===== src/rtl/controle_pkg.sv =====
// controle_pkg: shared definitions for the multi-cycle main control unit.
// Holds the state encodings, opcode constants, ALU class and mux select
// codes, the packed control word driven toward the datapath, and the
// ALU-opcode membership check used in decode.
package controle_pkg;

    typedef enum logic [3:0] {
        BUSCA       = 4'd0,
        DECODIFICA  = 4'd1,
        EXEC_R      = 4'd2,
        ESCRITA_R   = 4'd3,
        CALC_END    = 4'd4,
        LE_MEM      = 4'd5,
        ESCRITA_MEM = 4'd6,
        GRAVA_MEM   = 4'd7,
        DESVIO      = 4'd8,
        SALTO       = 4'd9,
        PARADO      = 4'd10
    } estado_t;

    localparam logic [5:0] OP_NOP   = 6'b000000;
    localparam logic [5:0] OP_LOAD  = 6'b000001;
    localparam logic [5:0] OP_STORE = 6'b000010;
    localparam logic [5:0] OP_BEQ   = 6'b000011;
    localparam logic [5:0] OP_JUMP  = 6'b000100;
    localparam logic [5:0] OP_HALT  = 6'b111111;

    localparam logic [1:0] ALU_SOMA = 2'b00;
    localparam logic [1:0] ALU_SUB  = 2'b01;
    localparam logic [1:0] ALU_FUNC = 2'b10;

    localparam logic [1:0] FB_REG_B  = 2'b00;
    localparam logic [1:0] FB_UM     = 2'b01;
    localparam logic [1:0] FB_IMED   = 2'b10;
    localparam logic [1:0] FB_DESVIO = 2'b11;

    localparam logic [1:0] PC_ALU    = 2'b00;
    localparam logic [1:0] PC_ALUOUT = 2'b01;
    localparam logic [1:0] PC_SALTO  = 2'b10;

    // Everything the FSM drives toward the datapath, so it can be
    // defaulted and forced to zero in one assignment.
    typedef struct packed {
        logic [1:0] op_alu;
        logic       alu_fonte_a;
        logic [1:0] alu_fonte_b;
        logic [1:0] pc_fonte;
        logic       pc_escreve;
        logic       ir_escreve;
        logic       mem_le;
        logic       mem_escreve;
        logic       reg_escreve;
        logic       mem_para_reg;
        logic       parado;
    } ctrl_t;

    // Opcodes executed as register-register ALU operations.
    function automatic logic eh_op_alu(input logic [5:0] opcode);
        case (opcode)
            6'b000101, 6'b000111, 6'b001011, 6'b001100,
            6'b001101, 6'b001110, 6'b001111, 6'b010000,
            6'b010001, 6'b010010, 6'b010011, 6'b010110: return 1'b1;
            default:                                    return 1'b0;
        endcase
    endfunction

endpackage


===== src/rtl/unidade_controle_multiciclo_if.sv =====
// unidade_controle_multiciclo_if: control/handshake bundle between the main
// control FSM (master) and the datapath plus memory (slave).
//   Opcode, Zero, mem_pronta      : datapath/memory -> control
//   OpAlu, alu_fonte_a/b, pc_*,
//   ir_escreve, mem_le/escreve,
//   reg_escreve, mem_para_reg     : control -> datapath/memory
interface unidade_controle_multiciclo_if;
    logic [5:0] Opcode;
    logic       Zero;
    logic       mem_pronta;
    logic [1:0] OpAlu;
    logic       alu_fonte_a;
    logic [1:0] alu_fonte_b;
    logic [1:0] pc_fonte;
    logic       pc_escreve;
    logic       ir_escreve;
    logic       mem_le;
    logic       mem_escreve;
    logic       reg_escreve;
    logic       mem_para_reg;

    modport master (
        input  Opcode, Zero, mem_pronta,
        output OpAlu, alu_fonte_a, alu_fonte_b, pc_fonte, pc_escreve,
               ir_escreve, mem_le, mem_escreve, reg_escreve, mem_para_reg
    );

    modport slave (
        output Opcode, Zero, mem_pronta,
        input  OpAlu, alu_fonte_a, alu_fonte_b, pc_fonte, pc_escreve,
               ir_escreve, mem_le, mem_escreve, reg_escreve, mem_para_reg
    );
endinterface


===== src/rtl/unidade_controle_multiciclo_temporizador_espera_mem.sv =====
// temporizador_espera_mem: counts consecutive cycles a memory wait state
// spends without mem_pronta and flags the cycle in which the limit is hit.
//   clock, reset : clock, async active-high reset
//   ativo        : FSM is in a memory wait state
//   mem_pronta   : memory ready this cycle
//   muda_estado  : FSM leaves its current state on the next edge
//   estouro      : limit reached this cycle with no mem_pronta
module temporizador_espera_mem #(
    parameter int TIMEOUT_MEM = 255
) (
    input  logic clock,
    input  logic reset,
    input  logic ativo,
    input  logic mem_pronta,
    input  logic muda_estado,
    output logic estouro
);
    localparam int LARG = $clog2(TIMEOUT_MEM + 1);
    // The counter holds the number of cycles already waited, so the limit
    // is hit while it still shows TIMEOUT_MEM-1 and this cycle is waiting too.
    localparam logic [LARG-1:0] LIMITE = LARG'(TIMEOUT_MEM - 1);

    logic [LARG-1:0] cont;

    always_ff @(posedge clock or posedge reset) begin
        if (reset)
            cont <= '0;
        else if (!ativo || mem_pronta || muda_estado)
            cont <= '0;
        else
            cont <= cont + 1'b1;
    end

    assign estouro = ativo && !mem_pronta && (cont == LIMITE);
endmodule


===== src/rtl/unidade_controle_multiciclo.sv =====
// unidade_controle_multiciclo: multi-cycle main control FSM. Sequences
// fetch/decode/execute/memory/writeback, drives ALU class and datapath
// selects/enables, times out stalled memory handshakes, counts retired
// instructions and keeps sticky error flags.
//   clock, reset : clock, async active-high reset
//   bus          : datapath/memory control bundle (master side)
//   estado       : current state encoding
//   instrucoes   : retired instruction count (wraps)
//   parado       : FSM is halted
//   erro_opcode  : illegal opcode decoded (sticky)
//   erro_mem     : memory wait timed out (sticky)
module unidade_controle_multiciclo
    import controle_pkg::*;
#(
    parameter int TIMEOUT_MEM  = 255,
    parameter int LARGURA_CONT = 32
) (
    input  logic                    clock,
    input  logic                    reset,
    unidade_controle_multiciclo_if.master bus,
    output logic [3:0]              estado,
    output logic [LARGURA_CONT-1:0] instrucoes,
    output logic                    parado,
    output logic                    erro_opcode,
    output logic                    erro_mem
);
    estado_t atual, prox;
    ctrl_t   c;
    logic    retira, seta_erro_op, seta_erro_mem;
    logic    espera, estouro;

    assign espera = (atual == BUSCA) || (atual == LE_MEM) || (atual == GRAVA_MEM);

    temporizador_espera_mem #(.TIMEOUT_MEM(TIMEOUT_MEM)) u_temporizador (
        .clock       (clock),
        .reset       (reset),
        .ativo       (espera),
        .mem_pronta  (bus.mem_pronta),
        .muda_estado (prox != atual),
        .estouro     (estouro)
    );

    always_ff @(posedge clock or posedge reset) begin
        if (reset) begin
            atual       <= BUSCA;
            instrucoes  <= '0;
            erro_opcode <= 1'b0;
            erro_mem    <= 1'b0;
        end else begin
            atual <= prox;
            if (retira)        instrucoes  <= instrucoes + 1'b1;
            if (seta_erro_op)  erro_opcode <= 1'b1;
            if (seta_erro_mem) erro_mem    <= 1'b1;
        end
    end

    always_comb begin
        prox          = atual;
        c             = '0;
        retira        = 1'b0;
        seta_erro_op  = 1'b0;
        seta_erro_mem = 1'b0;
        case (atual)
            BUSCA: begin
                c.mem_le      = 1'b1;
                c.alu_fonte_b = FB_UM;
                c.op_alu      = ALU_SOMA;
                c.pc_fonte    = PC_ALU;
                // IR load and PC+1 happen on the edge the fetch completes.
                c.ir_escreve  = bus.mem_pronta;
                c.pc_escreve  = bus.mem_pronta;
                if (bus.mem_pronta)
                    prox = DECODIFICA;
                else if (estouro) begin
                    prox          = PARADO;
                    seta_erro_mem = 1'b1;
                end
            end
            DECODIFICA: begin
                // Branch target is precomputed into ALUOut here.
                c.alu_fonte_b = FB_DESVIO;
                c.op_alu      = ALU_SOMA;
                if (eh_op_alu(bus.Opcode))
                    prox = EXEC_R;
                else begin
                    case (bus.Opcode)
                        OP_LOAD, OP_STORE: prox = CALC_END;
                        OP_BEQ:            prox = DESVIO;
                        OP_JUMP:           prox = SALTO;
                        OP_NOP: begin
                            prox   = BUSCA;
                            retira = 1'b1;
                        end
                        OP_HALT: begin
                            prox   = PARADO;
                            retira = 1'b1;
                        end
                        default: begin
                            prox         = PARADO;
                            seta_erro_op = 1'b1;
                        end
                    endcase
                end
            end
            EXEC_R: begin
                c.alu_fonte_a = 1'b1;
                c.alu_fonte_b = FB_REG_B;
                c.op_alu      = ALU_FUNC;
                prox          = ESCRITA_R;
            end
            ESCRITA_R: begin
                c.reg_escreve = 1'b1;
                prox          = BUSCA;
                retira        = 1'b1;
            end
            CALC_END: begin
                c.alu_fonte_a = 1'b1;
                c.alu_fonte_b = FB_IMED;
                c.op_alu      = ALU_SOMA;
                prox          = (bus.Opcode == OP_LOAD) ? LE_MEM : GRAVA_MEM;
            end
            LE_MEM: begin
                c.mem_le = 1'b1;
                if (bus.mem_pronta)
                    prox = ESCRITA_MEM;
                else if (estouro) begin
                    prox          = PARADO;
                    seta_erro_mem = 1'b1;
                end
            end
            ESCRITA_MEM: begin
                c.reg_escreve  = 1'b1;
                c.mem_para_reg = 1'b1;
                prox           = BUSCA;
                retira         = 1'b1;
            end
            GRAVA_MEM: begin
                c.mem_escreve = 1'b1;
                if (bus.mem_pronta) begin
                    prox   = BUSCA;
                    retira = 1'b1;
                end else if (estouro) begin
                    prox          = PARADO;
                    seta_erro_mem = 1'b1;
                end
            end
            DESVIO: begin
                c.alu_fonte_a = 1'b1;
                c.alu_fonte_b = FB_REG_B;
                c.op_alu      = ALU_SUB;
                c.pc_fonte    = PC_ALUOUT;
                c.pc_escreve  = bus.Zero;
                prox          = BUSCA;
                retira        = 1'b1;
            end
            SALTO: begin
                c.pc_fonte   = PC_SALTO;
                c.pc_escreve = 1'b1;
                prox         = BUSCA;
                retira       = 1'b1;
            end
            PARADO: c.parado = 1'b1;
            default: prox = PARADO;
        endcase
        // Reset state is BUSCA, whose outputs would otherwise request a fetch.
        if (reset) c = '0;
    end

    assign bus.OpAlu        = c.op_alu;
    assign bus.alu_fonte_a  = c.alu_fonte_a;
    assign bus.alu_fonte_b  = c.alu_fonte_b;
    assign bus.pc_fonte     = c.pc_fonte;
    assign bus.pc_escreve   = c.pc_escreve;
    assign bus.ir_escreve   = c.ir_escreve;
    assign bus.mem_le       = c.mem_le;
    assign bus.mem_escreve  = c.mem_escreve;
    assign bus.reg_escreve  = c.reg_escreve;
    assign bus.mem_para_reg = c.mem_para_reg;
    assign parado           = c.parado;
    assign estado           = atual;
endmodule

===== src/flat_wrapper.sv =====
// flat-port wrapper written by rule: the top's interface ports become plain ports
module unidade_controle_multiciclo_flat import controle_pkg::*;
#(
    parameter int TIMEOUT_MEM  = 255,
    parameter int LARGURA_CONT = 32
)
  (clock, reset, estado, instrucoes, parado, erro_opcode, erro_mem, bus_Opcode, bus_Zero, bus_mem_pronta, bus_OpAlu, bus_alu_fonte_a, bus_alu_fonte_b, bus_pc_fonte, bus_pc_escreve, bus_ir_escreve, bus_mem_le, bus_mem_escreve, bus_reg_escreve, bus_mem_para_reg);
  unidade_controle_multiciclo_if bus_i ();
  input  logic clock;
  input  logic reset;
  output logic [3:0] estado;
  output logic [LARGURA_CONT-1:0] instrucoes;
  output logic parado;
  output logic erro_opcode;
  output logic erro_mem;
  input wire logic [$bits(bus_i.Opcode)-1:0] bus_Opcode;
  input wire logic [$bits(bus_i.Zero)-1:0] bus_Zero;
  input wire logic [$bits(bus_i.mem_pronta)-1:0] bus_mem_pronta;
  output wire logic [$bits(bus_i.OpAlu)-1:0] bus_OpAlu;
  output wire logic [$bits(bus_i.alu_fonte_a)-1:0] bus_alu_fonte_a;
  output wire logic [$bits(bus_i.alu_fonte_b)-1:0] bus_alu_fonte_b;
  output wire logic [$bits(bus_i.pc_fonte)-1:0] bus_pc_fonte;
  output wire logic [$bits(bus_i.pc_escreve)-1:0] bus_pc_escreve;
  output wire logic [$bits(bus_i.ir_escreve)-1:0] bus_ir_escreve;
  output wire logic [$bits(bus_i.mem_le)-1:0] bus_mem_le;
  output wire logic [$bits(bus_i.mem_escreve)-1:0] bus_mem_escreve;
  output wire logic [$bits(bus_i.reg_escreve)-1:0] bus_reg_escreve;
  output wire logic [$bits(bus_i.mem_para_reg)-1:0] bus_mem_para_reg;
  assign bus_i.Opcode = bus_Opcode;
  assign bus_i.Zero = bus_Zero;
  assign bus_i.mem_pronta = bus_mem_pronta;
  assign bus_OpAlu = bus_i.OpAlu;
  assign bus_alu_fonte_a = bus_i.alu_fonte_a;
  assign bus_alu_fonte_b = bus_i.alu_fonte_b;
  assign bus_pc_fonte = bus_i.pc_fonte;
  assign bus_pc_escreve = bus_i.pc_escreve;
  assign bus_ir_escreve = bus_i.ir_escreve;
  assign bus_mem_le = bus_i.mem_le;
  assign bus_mem_escreve = bus_i.mem_escreve;
  assign bus_reg_escreve = bus_i.reg_escreve;
  assign bus_mem_para_reg = bus_i.mem_para_reg;
  unidade_controle_multiciclo #(.TIMEOUT_MEM(TIMEOUT_MEM), .LARGURA_CONT(LARGURA_CONT)) u_core (.clock(clock), .reset(reset), .bus(bus_i), .estado(estado), .instrucoes(instrucoes), .parado(parado), .erro_opcode(erro_opcode), .erro_mem(erro_mem));
endmodule

===== config.mk =====
export PLATFORM = sky130hd
export DESIGN_NAME = unidade_controle_multiciclo_flat
export DESIGN_NICKNAME = d
export VERILOG_FILES = /design/src/rtl/controle_pkg.sv /design/src/rtl/unidade_controle_multiciclo_if.sv /design/src/rtl/unidade_controle_multiciclo_temporizador_espera_mem.sv /design/src/rtl/unidade_controle_multiciclo.sv /design/src/flat_wrapper.sv
export SDC_FILE = /design/constraint.sdc
export NUM_CORES = 1
export LEC_CHECK = 0
export CAP_MARGIN = 40
export CORE_AREA = 2 2 62 88
export CTS_CLUSTER_DIAMETER = 200
export CTS_CLUSTER_SIZE = 25
export DETAILED_ROUTE_END_ITERATION = 8
export DIE_AREA = 0 0 64 90
export PLACE_DENSITY = 0.86
export SYNTH_ARGS = -nofsm -noshare
export SYNTH_HDL_FRONTEND = slang
export SYNTH_SLANG_ARGS = --single-unit

===== constraint.sdc =====
create_clock -name clock -period 5 [get_ports clock]
set_input_delay 1 -clock clock [delete_from_list [all_inputs] [get_ports clock]]
set_output_delay 1 -clock clock [all_outputs]
set_load 0.01 [all_outputs]

==> flow_metrics.env <==
export IMPL_tightestPinTransition_ps=841.2
export IMPL_post_cts_resized=0
export IMPL_synthMuxAreaShare_pct=1.290
export IMPL_slew_violations=0
export IMPL_htree_num_levels=2
export IMPL_synth_top_cell_area_share_pct=43.96
export IMPL_multiInputGateArea_mm2=0.001366
export IMPL_synth_xor_area_share_pct=13.04
export IMPL_core_mm2=0.005004
export IMPL_die_x_um=64
export IMPL_grt_start_max_net_pins=47
export IMPL_yosysWarnings=0
export IMPL_io_buffer_count=61
export IMPL_fmax_mhz=281.8
export IMPL_die_area_mm2=0.005760
export IMPL_place_gp_congestion=0.8270
export IMPL_synth_seq_cells=46
export IMPL_wire_per_inst_um=14.29
export IMPL_syn_area_per_cell_um2=9.735
export IMPL_crit_family="buffers and inverters"
export IMPL_finalSetupTns_ps=0
export IMPL_wirelength_mm=5.587
export IMPL_synth_distinct_cells=47
export IMPL_synthSimpleGateAreaFrac_pct=27.81
export IMPL_timing_final_crit_period_ps=3549
export IMPL_synth_top_family_by_area="simple AND/OR/NAND/NOR gates"
export IMPL_netlist_top_cells_area="dfrtp_1, xor2_1, nor2_1"
export IMPL_period_share_pct=70.98
export IMPL_syn_to_final_growth_pct=27.81
export IMPL_use_met3_pct=4.881
export IMPL_clk_pin_slew_ps=90
export IMPL_fill_cells=390
export IMPL_antenna_found_initial=0
export IMPL_grt_setup_unrepaired="false"
export IMPL_start_util_pct=52.34
export IMPL_io_pins=62
export IMPL_cp_max_fo=8
export IMPL_dr_pass1_iters=4
export IMPL_clockBufferDepth=2
export IMPL_use_met2_pct=34.98
export IMPL_dpl_cell_area_mm2=0.003252
export IMPL_finalSetupViolCount=0
export IMPL_ant_nets=0
export IMPL_synth_commonest_cells="dfrtp_1, xor2_1, nor2_1, nand2_1, nor3_1"
export IMPL_clock_root_buffer="clkbuf_8"
export IMPL_slew_headroom_pct=43.92
export IMPL_yosysSeqAreaShare_pct=43.96
export IMPL_crit_arrival_ps=2550
export IMPL_cts_buffers=5
export IMPL_crit_top_cell="clkdlybuf4s50_1"
export IMPL_die_h_um=90
export IMPL_final_cells=391
export IMPL_rows=31
export IMPL_busiest_layer="met2"
export IMPL_critical_path_endpoint_type="output pin"
export IMPL_vdd_drop_max_mv=0.3234
export IMPL_hold_class="flip-flop to flip-flop"
export IMPL_drv_cap=0
export IMPL_path_buf_inv=2
export IMPL_synth_compound_area_share_pct=8.600
export IMPL_drc_errors=0
export IMPL_worstPathRequired_ps=4000
export IMPL_netlist_instances=269
export IMPL_diodes=0
export IMPL_cp_cell_sequence="clkdlybuf4s50_1, nor2b_1, nand2_1, o21bai_1, clkdlybuf4s50_1"
export IMPL_overflow=0
export IMPL_viasPerCell=5.593
export IMPL_cp_start_kind="primary input"
export IMPL_critical_path_class="primary input to output pin"
export IMPL_seq_area_mm2=0.001151
export IMPL_cts_tree="done"
export IMPL_syn_nets=282
export IMPL_fin_nets=337
export IMPL_synth_most_common_cell="dfrtp_1"
export IMPL_power_density_mw_per_mm2=360.5
export IMPL_finClkSkew_ps=9.221
export IMPL_grt_pass1_vias=2086
export IMPL_synth_area_mm2=0.002619
export IMPL_synth_main_ff_cell="dfrtp_1"
export IMPL_slowest_delay_ps=550
export IMPL_timing_hold_ws_ps=475.8
export IMPL_outcome="finished clean"
export IMPL_grt_pass1_wl_mm=9.508
export IMPL_clkLatencyLatePin_ps=300
export IMPL_critical_path_slowest_cell="clkdlybuf4s50_1"
export IMPL_final_area_mm2=0.003347
export IMPL_first_iter_violations=98
export IMPL_holdBufCountCts=0
export IMPL_synth_largest_area_cell="dfrtp_1"
export IMPL_power_total_mw=1.207
export IMPL_via_count=2187
export IMPL_grt_use_met1_pct=24.88
export IMPL_synth_edff_count=0
export IMPL_leakage_nw=1.513
export IMPL_cts_setup_buffers=0
export IMPL_synth_adder_area_share_pct=1.433
export IMPL_synthArstFlopShare_pct=100.0
export IMPL_dp_cells=383
export IMPL_layout_drive_gt1_share_pct=7.077
export IMPL_grt_usage_pct=20.15
export IMPL_hold_viol_final=0
export IMPL_hpwl_mm=4.000
export IMPL_cts_sinks=46
## registers in the layout, indices dropped and copies added, names as in the netlist
name / cells
u_core.u_temporizador.cont: 8
u_core.erro_opcode: 1
u_core.instrucoes: 32
u_core.erro_mem: 1
u_core.estado: 4
## final timing paths
kind                            cells after the start                                 to                      startpoint  slack (ps)
worst max-delay path                                5                     bus_pc_escreve                           reset        1450
worst min-delay path                                1     u_core.erro_opcode$_DFFE_PP0P_  u_core.erro_opcode$_DFFE_PP0P_         480
worst max register to register                      5  u_core.instrucoes[22]$_DFFE_PP0P_      u_core.estado[2]$_DFF_PP0_        2610
worst min register to register                      1     u_core.erro_opcode$_DFFE_PP0P_  u_core.erro_opcode$_DFFE_PP0P_         480
max in group asynchronous                           3  u_core.instrucoes[20]$_DFFE_PP0P_                           reset        3260
min in group asynchronous                           3         u_core.estado[3]$_DFF_PP0_                           reset        1340
## stage by stage
step | setup WS (ps) | utilization [%]
2_1_floorplan | 2304 | -
3_3_place_gp | 1479 | 64.99
3_5_place_dp | 1455 | 64.99
4_1_cts | 1453 | 66.89
5_1_grt | 1320 | 66.89
6_report | 1451 | 66.89
## area by class of cell
cell class,count,share of cell area (%)
multi-input combinational,200,40.82
inverter,9,1.009
sequential,46,34.39
tap,66,2.467
clock inverter,2,0.3738
timing repair buffer,62,18.47
clock buffer,6,2.467
## where the power goes
| part | switching (mW) | internal, mW |
|---|---|---|
| Combinational | 0.248 | 0.222 |
| Clock | 0.128 | 0.111 |
| Sequential | 0.0845 | 0.412 |
| Total | 0.461 | 0.745 |
## kinds of logic (layout without fill, tap and decap cells)
family,Yosys count,in the layout
and+or+nand+nor,128,128
DFF,46,46
adders and majority gates,3,3
AOI/OAI and AO/OA,28,28
xor gates and xnor gates,39,39
buffers and inverters,23,79
muxes,2,2
## worst register-to-register path: stages (launching register included)
cell      delay [ps]
dfrtp_1          680
nand2b_1         140
a211o_1          380
a32oi_2          730
nor3_1           160
xor2_1           180
## placed cells by master (no fill, tap or decap), types with 4 or more instances in the layout
master           instances
o21ai_0                  4
dfrtp_1                 46
and3_1                   7
nor2_1                  27
nand2b_1                 6
nor3_1                  16
nand4_1                  8
nor4_1                  12
xnor2_1                  8
xor2_1                  31
clkbuf_8                 6
clkdlybuf4s50_1         61
nand3_1                 12
a21oi_1                  6
nand2_1                 21
inv_1                    8
## metal layers
layer | up-vias | share of wire [%]
met5 | - | 0
met4 | 0 | 0.88
met3 | 6 | 5.9
met2 | 70 | 52
met1 | 1049 | 41
li1 | 1062 | -
Note: power is estimated with default switching activity, not from simulation.
==> RTL change 1, RTL diff (same settings) <==
Reset style: synchronous (`reset`), changed in 2 clocked blocks. Comments in the files are not updated.
--- a/src/rtl/unidade_controle_multiciclo_temporizador_espera_mem.sv
+++ b/src/rtl/unidade_controle_multiciclo_temporizador_espera_mem.sv
@@ -22,7 +22,7 @@
 
     logic [LARG-1:0] cont;
 
-    always_ff @(posedge clock or posedge reset) begin
+    always_ff @(posedge clock) begin
         if (reset)
             cont <= '0;
         else if (!ativo || mem_pronta || muda_estado)
--- a/src/rtl/unidade_controle_multiciclo.sv
+++ b/src/rtl/unidade_controle_multiciclo.sv
@@ -40,7 +40,7 @@
         .estouro     (estouro)
     );
 
-    always_ff @(posedge clock or posedge reset) begin
+    always_ff @(posedge clock) begin
         if (reset) begin
             atual       <= BUSCA;
             instrucoes  <= '0;
Formal check against the unedited RTL: differs if reset is asserted again (counterexample within 4 cycles, from zero or initial values and one cycle with reset high); with reset held inactive, the same outputs for 10 cycles.
==> RTL change 1 against the unedited design <==
Cell area increased by 7.7%; sequential power decreased by 11%; sequential cell count unchanged; clock power decreased by 9.6%; non-clock buffer count unchanged; routed wire length increased by 17%; fmax decreased by 5.9%; setup slack got worse by 0.22 ns; synthesized area increased by 12%; final cell count increased by 22%; die area unchanged; total power decreased by 22%; largest cell class unchanged; highest routed layer unchanged.
==> RTL change 1: results (changes against the unedited design) <==
Status
  • Status: finished clean

Placed design
  • Global placement routability congestion: 0.821 (-0.73%)
  • PortBufs: 61 (unchanged)
  • Cell Area, Placed: 0.00353 mm² (+8.4%)
  • Placed cell count: 471 (+23%)
  • Detailed placement HPWL: 4700 µm (+17%)

Logic synthesis
  • Async S/R FF share, synth: 0% (-100 points)
  • Most frequent cell after synthesis: nor2_1
  • Synth Area in XOR/XNOR: 2.39% (-11 points)
  • Sequential fraction of the synthesis area: 31.5% (-13 points)
  • Main synth FF type: dfxtp_1
  • Synth Area in Compound Gates: 16.0% (+7.4 points)
  • Syn_area_per_cell: 8.00 µm² (-18%)
  • Synth top area cells: dfxtp_1 (31%), nor2_1 (7.4%), mux2_1 (6.2%)
  • Synth warnings: 0 (unchanged)
  • Commonest cells in the netlist: nor2_1 (58), dfxtp_1 (46), nor2b_1 (28)
  • Synth Net Count: 379 (+34%)
  • Adder-cell share of the synthesized area: 1.28% (-0.15 points)
  • Synth cell types: 54 (+15%)
  • Multiplexer area fraction after synthesis: 11.6% (+10 points)

Layout
  • Share of layout cells above drive strength 1: 9.47% (+2.4 points)
  • NumNets Final: 425 (+26%)
  • Fillers: 401 (+2.8%)
  • Top reg by flops: u_core.instrucoes
  • Antenna diode count: 0 (unchanged)
  • Largest register FFs: 32 (unchanged)

Routing
  • Per-cell routed wire length: 13.7 µm (-4.4%)
  • DR vias/cell: 5.80 (+3.6%)
  • Pre-antenna DRT Iters: 4 (unchanged)
  • 1st-iter DRT viols: 132 (+35%)
  • Vias post-DR: 2771 (+27%)

Clock network
  • Gates resized, CTS repair: 0 (unchanged)
  • Num CTS Buffers: 5 (unchanged)
  • CTS max path bufs: 2 (unchanged)
  • Root Driver: clkbuf_8
  • Number of buffers inserted to repair setup after CTS: 0 (unchanged)
  • CTS clk-pin slew, worst paths: 0.08 ns
  • H-Tree Depth: 2 (unchanged)
  • Clock latency on the worst-skew pair: 0.30 ns (about the same)

Min path
  • Min-Delay Path Class: reg -> reg
  • Worst Hold Path Cells: 2 (+1)

Global routing
  • First-pass GRT wire length: 11000 µm (+16%)
  • Pin count of the biggest net entering global routing: 62 (+32%)
  • Initial antenna violation count: 0 (unchanged)
  • Gr usage total: 23.4% (+3.3 points)
  • Vias in the first global route: 2472 (+19%)

Timing
  • Slew headroom: 51.5% (+7.5 points)
  • Setup Skew: 0.0115 ns (+0.00223 ns)

Power and ir drop
  • Peak VDD IR: 242 µV (-25%)
  • LEAKAGE: 1.29 nW (-15%)

Worst setup path
  • Worst Reg-to-Reg Cells: 5 (unchanged)
  • CP max FO: 10 (+2)
  • Largest stage delay, worst path: 0.63 ns (+0.08 ns)
  • Critical path's slowest cell: clkdlybuf4s50_1
  • WP data arrival: 2.77 ns (+0.22 ns)
[RTL change 1: changes by cell type after synthesis, sizes merged, moves of 24 or more]
cell   delta
nor2     +31
dfrtp    -46
xor2     -24
dfxtp    +46
nor2b    +26
mux2     +28
[RTL change 1: path summary, 6_finish.rpt]
| path | endpoint | start | slack, ns |
|---|---|---|---|
| max | bus_pc_escreve | bus_mem_pronta | 1.23 |
| min | u_core.erro_mem$_SDFFE_PP0P_ | u_core.erro_mem$_SDFFE_PP0P_ | 0.45 |
| max reg2reg | u_core.instrucoes[23]$_SDFFE_PP0P_ | u_core.estado[1]$_SDFF_PP0_ | 2.28 |
| min reg2reg | u_core.erro_mem$_SDFFE_PP0P_ | u_core.erro_mem$_SDFFE_PP0P_ | 0.45 |
[RTL change 1: cells by family (layout without fill, tap and decap cells)]
kind of cell / count (synthesis) / in the layout
multiplexers: 30 / 30
flip-flops: 46 / 46
XOR/XNOR: 8 / 8
adder cells (fa/ha/maj): 3 / 3
buffers and inverters: 32 / 78
AND/OR/NAND/NOR: 180 / 180
AO/OA/AOI/OAI: 67 / 67
[RTL change 1: critical path, delay by kind of cell]
family,cells,cell delay [ns]
AOI/OAI and AO/OA,1,0.44
and+or+nand+nor,1,0.08
buffers and inverters,2,1.24
[RTL change 1: stage by stage]
step	worst slack, ns	power [W]
after floorplan	1.84	0.000619
after global placement	1.26	0.000718
after detailed placement	1.25	0.000726
after CTS	1.24	0.000942
after global routing	1.18	0.000991
final	1.23	0.000938
[RTL change 1: area by class of cell]
class / count / area (µm²) / share of cell area, %
clock inverters: 1 / 7.51 / 0.208
flip-flops and latches: 46 / 921 / 25.5
repair buffers: 62 / 613 / 17.0
well taps: 66 / 82.6 / 2.29
inverters: 9 / 33.8 / 0.937
multi-input cells: 288 / 1880 / 52.0
clock buffers: 6 / 72.6 / 2.01
[RTL change 1: where the power goes]
group	internal (W)	leakage, nW	switching, W
Clock	0.0000959	0.0373	0.000121
Combinational	0.000135	0.879	0.000143
Sequential	0.000385	0.371	0.0000581
[RTL change 1: layer usage]
| layer | share of wire (%) | vias up | global-route usage (%) |
|---|---|---|---|
| met5 | 0 | - | 0 |
| met4 | 2.1 | 0 | 8.70 |
| met3 | 3.4 | 13 | 3.50 |
| met2 | 53 | 64 | 42.4 |
| met1 | 41 | 1309 | 27.2 |
| li1 | - | 1385 | - |
==> RTL change 2, RTL diff (config.mk and constraints unchanged) <==
Without the edit above. `TIMEOUT_MEM` is set to 255 in 3 places; all go to 510.
--- a/src/rtl/unidade_controle_multiciclo_temporizador_espera_mem.sv
+++ b/src/rtl/unidade_controle_multiciclo_temporizador_espera_mem.sv
@@ -6,7 +6,7 @@
 //   muda_estado  : FSM leaves its current state on the next edge
 //   estouro      : limit reached this cycle with no mem_pronta
 module temporizador_espera_mem #(
-    parameter int TIMEOUT_MEM = 255
+    parameter int TIMEOUT_MEM = 510
 ) (
     input  logic clock,
     input  logic reset,
--- a/src/rtl/unidade_controle_multiciclo.sv
+++ b/src/rtl/unidade_controle_multiciclo.sv
@@ -12,7 +12,7 @@
 module unidade_controle_multiciclo
     import controle_pkg::*;
 #(
-    parameter int TIMEOUT_MEM  = 255,
+    parameter int TIMEOUT_MEM  = 510,
     parameter int LARGURA_CONT = 32
 ) (
     input  logic                    clock,
--- a/src/flat_wrapper.sv
+++ b/src/flat_wrapper.sv
@@ -1,7 +1,7 @@
 // flat-port wrapper written by rule: the top's interface ports become plain ports
 module unidade_controle_multiciclo_flat import controle_pkg::*;
 #(
-    parameter int TIMEOUT_MEM  = 255,
+    parameter int TIMEOUT_MEM  = 510,
     parameter int LARGURA_CONT = 32
 )
   (clock, reset, estado, instrucoes, parado, erro_opcode, erro_mem, bus_Opcode, bus_Zero, bus_mem_pronta, bus_OpAlu, bus_alu_fonte_a, bus_alu_fonte_b, bus_pc_fonte, bus_pc_escreve, bus_ir_escreve, bus_mem_le, bus_mem_escreve, bus_reg_escreve, bus_mem_para_reg);
Formal check against the unedited RTL: same outputs for any inputs over 10 cycles, from zero or initial values and one cycle with reset high; that may be too few to reach the edited logic, so the function may still have changed.
==> RTL change 2 against the unedited design <==
First-iteration DRC count grew 73%; setup slack got worse by 0.069 ns; sequential cell count up 1; clock power rose by 19%; final cell count rose by 1.8%; cell area grew 3.2%; routed wire length increased by 1.4%; total power grew 7.2%; count of clock-buffer cells in the layout is 1 lower; sequential share of layout area down 0.33 points; synthesized area increased by 4.0%; via count grew 2.5%; critical path type unchanged; highest routed layer unchanged.
==> RTL change 2: results (changes against the unedited design) <==
Status
  • Status: finished clean

Logic synthesis
  • Synth Area in XOR/XNOR: 13.2% (+0.15 points)
  • Multiplexer area fraction after synthesis: 0.551% (-0.74 points)
  • Commonest cells in the netlist: dfrtp_1 (47), nor2_1 (27), xnor2_1 (27)
  • Adder-cell share of the synthesized area: 1.38% (-0.055 points)
  • Synth Net Count: 289 (+2.5%)
  • Synth cell types: 49 (+4.3%)
  • Synth top area cells: dfrtp_1 (43%), xnor2_1 (8.7%), xor2_1 (4.5%)
  • Sequential fraction of the synthesis area: 43.2% (-0.76 points)
  • Syn Inst Count: 276 (+2.6%)

Global routing
  • Met3 usage: 4.26% (-0.63 points)
  • Vias in the first global route: 2187 (+4.8%)
  • First-pass GRT wire length: 10200 µm (+7.3%)
  • Gr usage total: 21.6% (+1.4 points)

Placed design
  • Detailed placement HPWL: 4070 µm (+1.7%)
  • Global placement routability congestion: 0.772 (-6.7%)
  • Cell Area, Placed: 0.00334 mm² (+2.6%)

Routing
  • Detailed Route WL: 5670 µm (+1.4%)
  • 1st-iter DRT viols: 170 (+73%)
  • Routed wire length on met3: 253 µm (-23%)
  • Met1 WL: 2400 µm (+4.6%)

Worst setup path
  • WP data arrival: 2.62 ns (+0.07 ns)
  • CP max FO: 11 (+3)
  • Reg2reg setup slack: 2.76 ns (+0.15 ns)
  • R2R Path Start: u_core.estado[0]$_DFF_PP0_
  • Worst flop-to-flop path endpoint: u_core.instrucoes[9]$_DFFE_PP0P_
  • Largest stage delay, worst path: 0.60 ns (+0.05 ns)

Layout
  • Fin cells: 398 (+1.8%)
  • Fillers: 392 (+0.51%)
  • Share of layout cells above drive strength 1: 9.04% (+2.0 points)

Power and ir drop
  • Peak VDD IR: 221 µV (-32%)
  • LEAKAGE: 1.43 nW (-5.7%)
  • Sw power: 0.000490 W (+6.2%)

Timing
  • Fin Hold WS: 0.475 ns (-0.00115 ns)

Min path
  • Hold_sp: u_core.erro_mem$_DFFE_PP0P_
  • WHS Endpoint: u_core.erro_mem$_DFFE_PP0P_
RTL change 2: changes by cell type after synthesis, moves of 5 or more:
cell,before,now
nor3_1,16,8
inv_1,9,4
nor3_2,0,5
nand4_1,8,17
xor2_1,31,14
nor4_1,12,6
xnor2_1,8,27
nand3_1,12,17
RTL change 2: how the worst max path moves through the flow:
stage / startpoint / to / slack [ns] / depth (start not counted)
floorplan: reset / bus_ir_escreve / 1.39 / 3
global placement: reset / bus_reg_escreve / 1.43 / 5
detailed placement: reset / bus_reg_escreve / 1.40 / 5
CTS: reset / bus_reg_escreve / 1.39 / 5
global route: reset / bus_mem_escreve / 1.22 / 5
finish: reset / bus_reg_escreve / 1.38 / 5
RTL change 2: area by class of cell:
class	count	area share, %
multi-input combinational	210	41.4
sequential	47	34.1
timing repair buffer	63	18.3
tap	66	2.39
clock buffer	5	1.99
clock inverter	3	1.38
inverter	4	0.435
RTL change 2: stage by stage:
step / setup slack [ns] / util [%] / total power, W
after floorplan: 1.39 / - / 0.000855
after global placement: 1.43 / 66.4 / 0.000988
after detailed placement: 1.40 / 66.7 / 0.00101
after CTS: 1.39 / 69.0 / 0.00130
after global routing: 1.22 / 69.0 / 0.00138
final: 1.38 / 69.0 / 0.00129
RTL change 2: cells by family after synthesis:
logic type / Yosys count
buffers and inverters: 19
AND/OR/NAND/NOR: 139
XOR/XNOR: 41
AO/OA/AOI/OAI: 26
multiplexers: 1
flip-flops: 47
adder cells (fa/ha/maj): 3
RTL change 2: power by group through the flow:
stage	Sequential (W)	Clock, W	Combinational, W
global route	0.000545	0.000306	0.000525
floorplan	0.000488	0	0.000367
detailed placement	0.000533	0	0.000482
CTS	0.000526	0.000291	0.000484
finish	0.000526	0.000286	0.000482
global placement	0.000532	0	0.000456
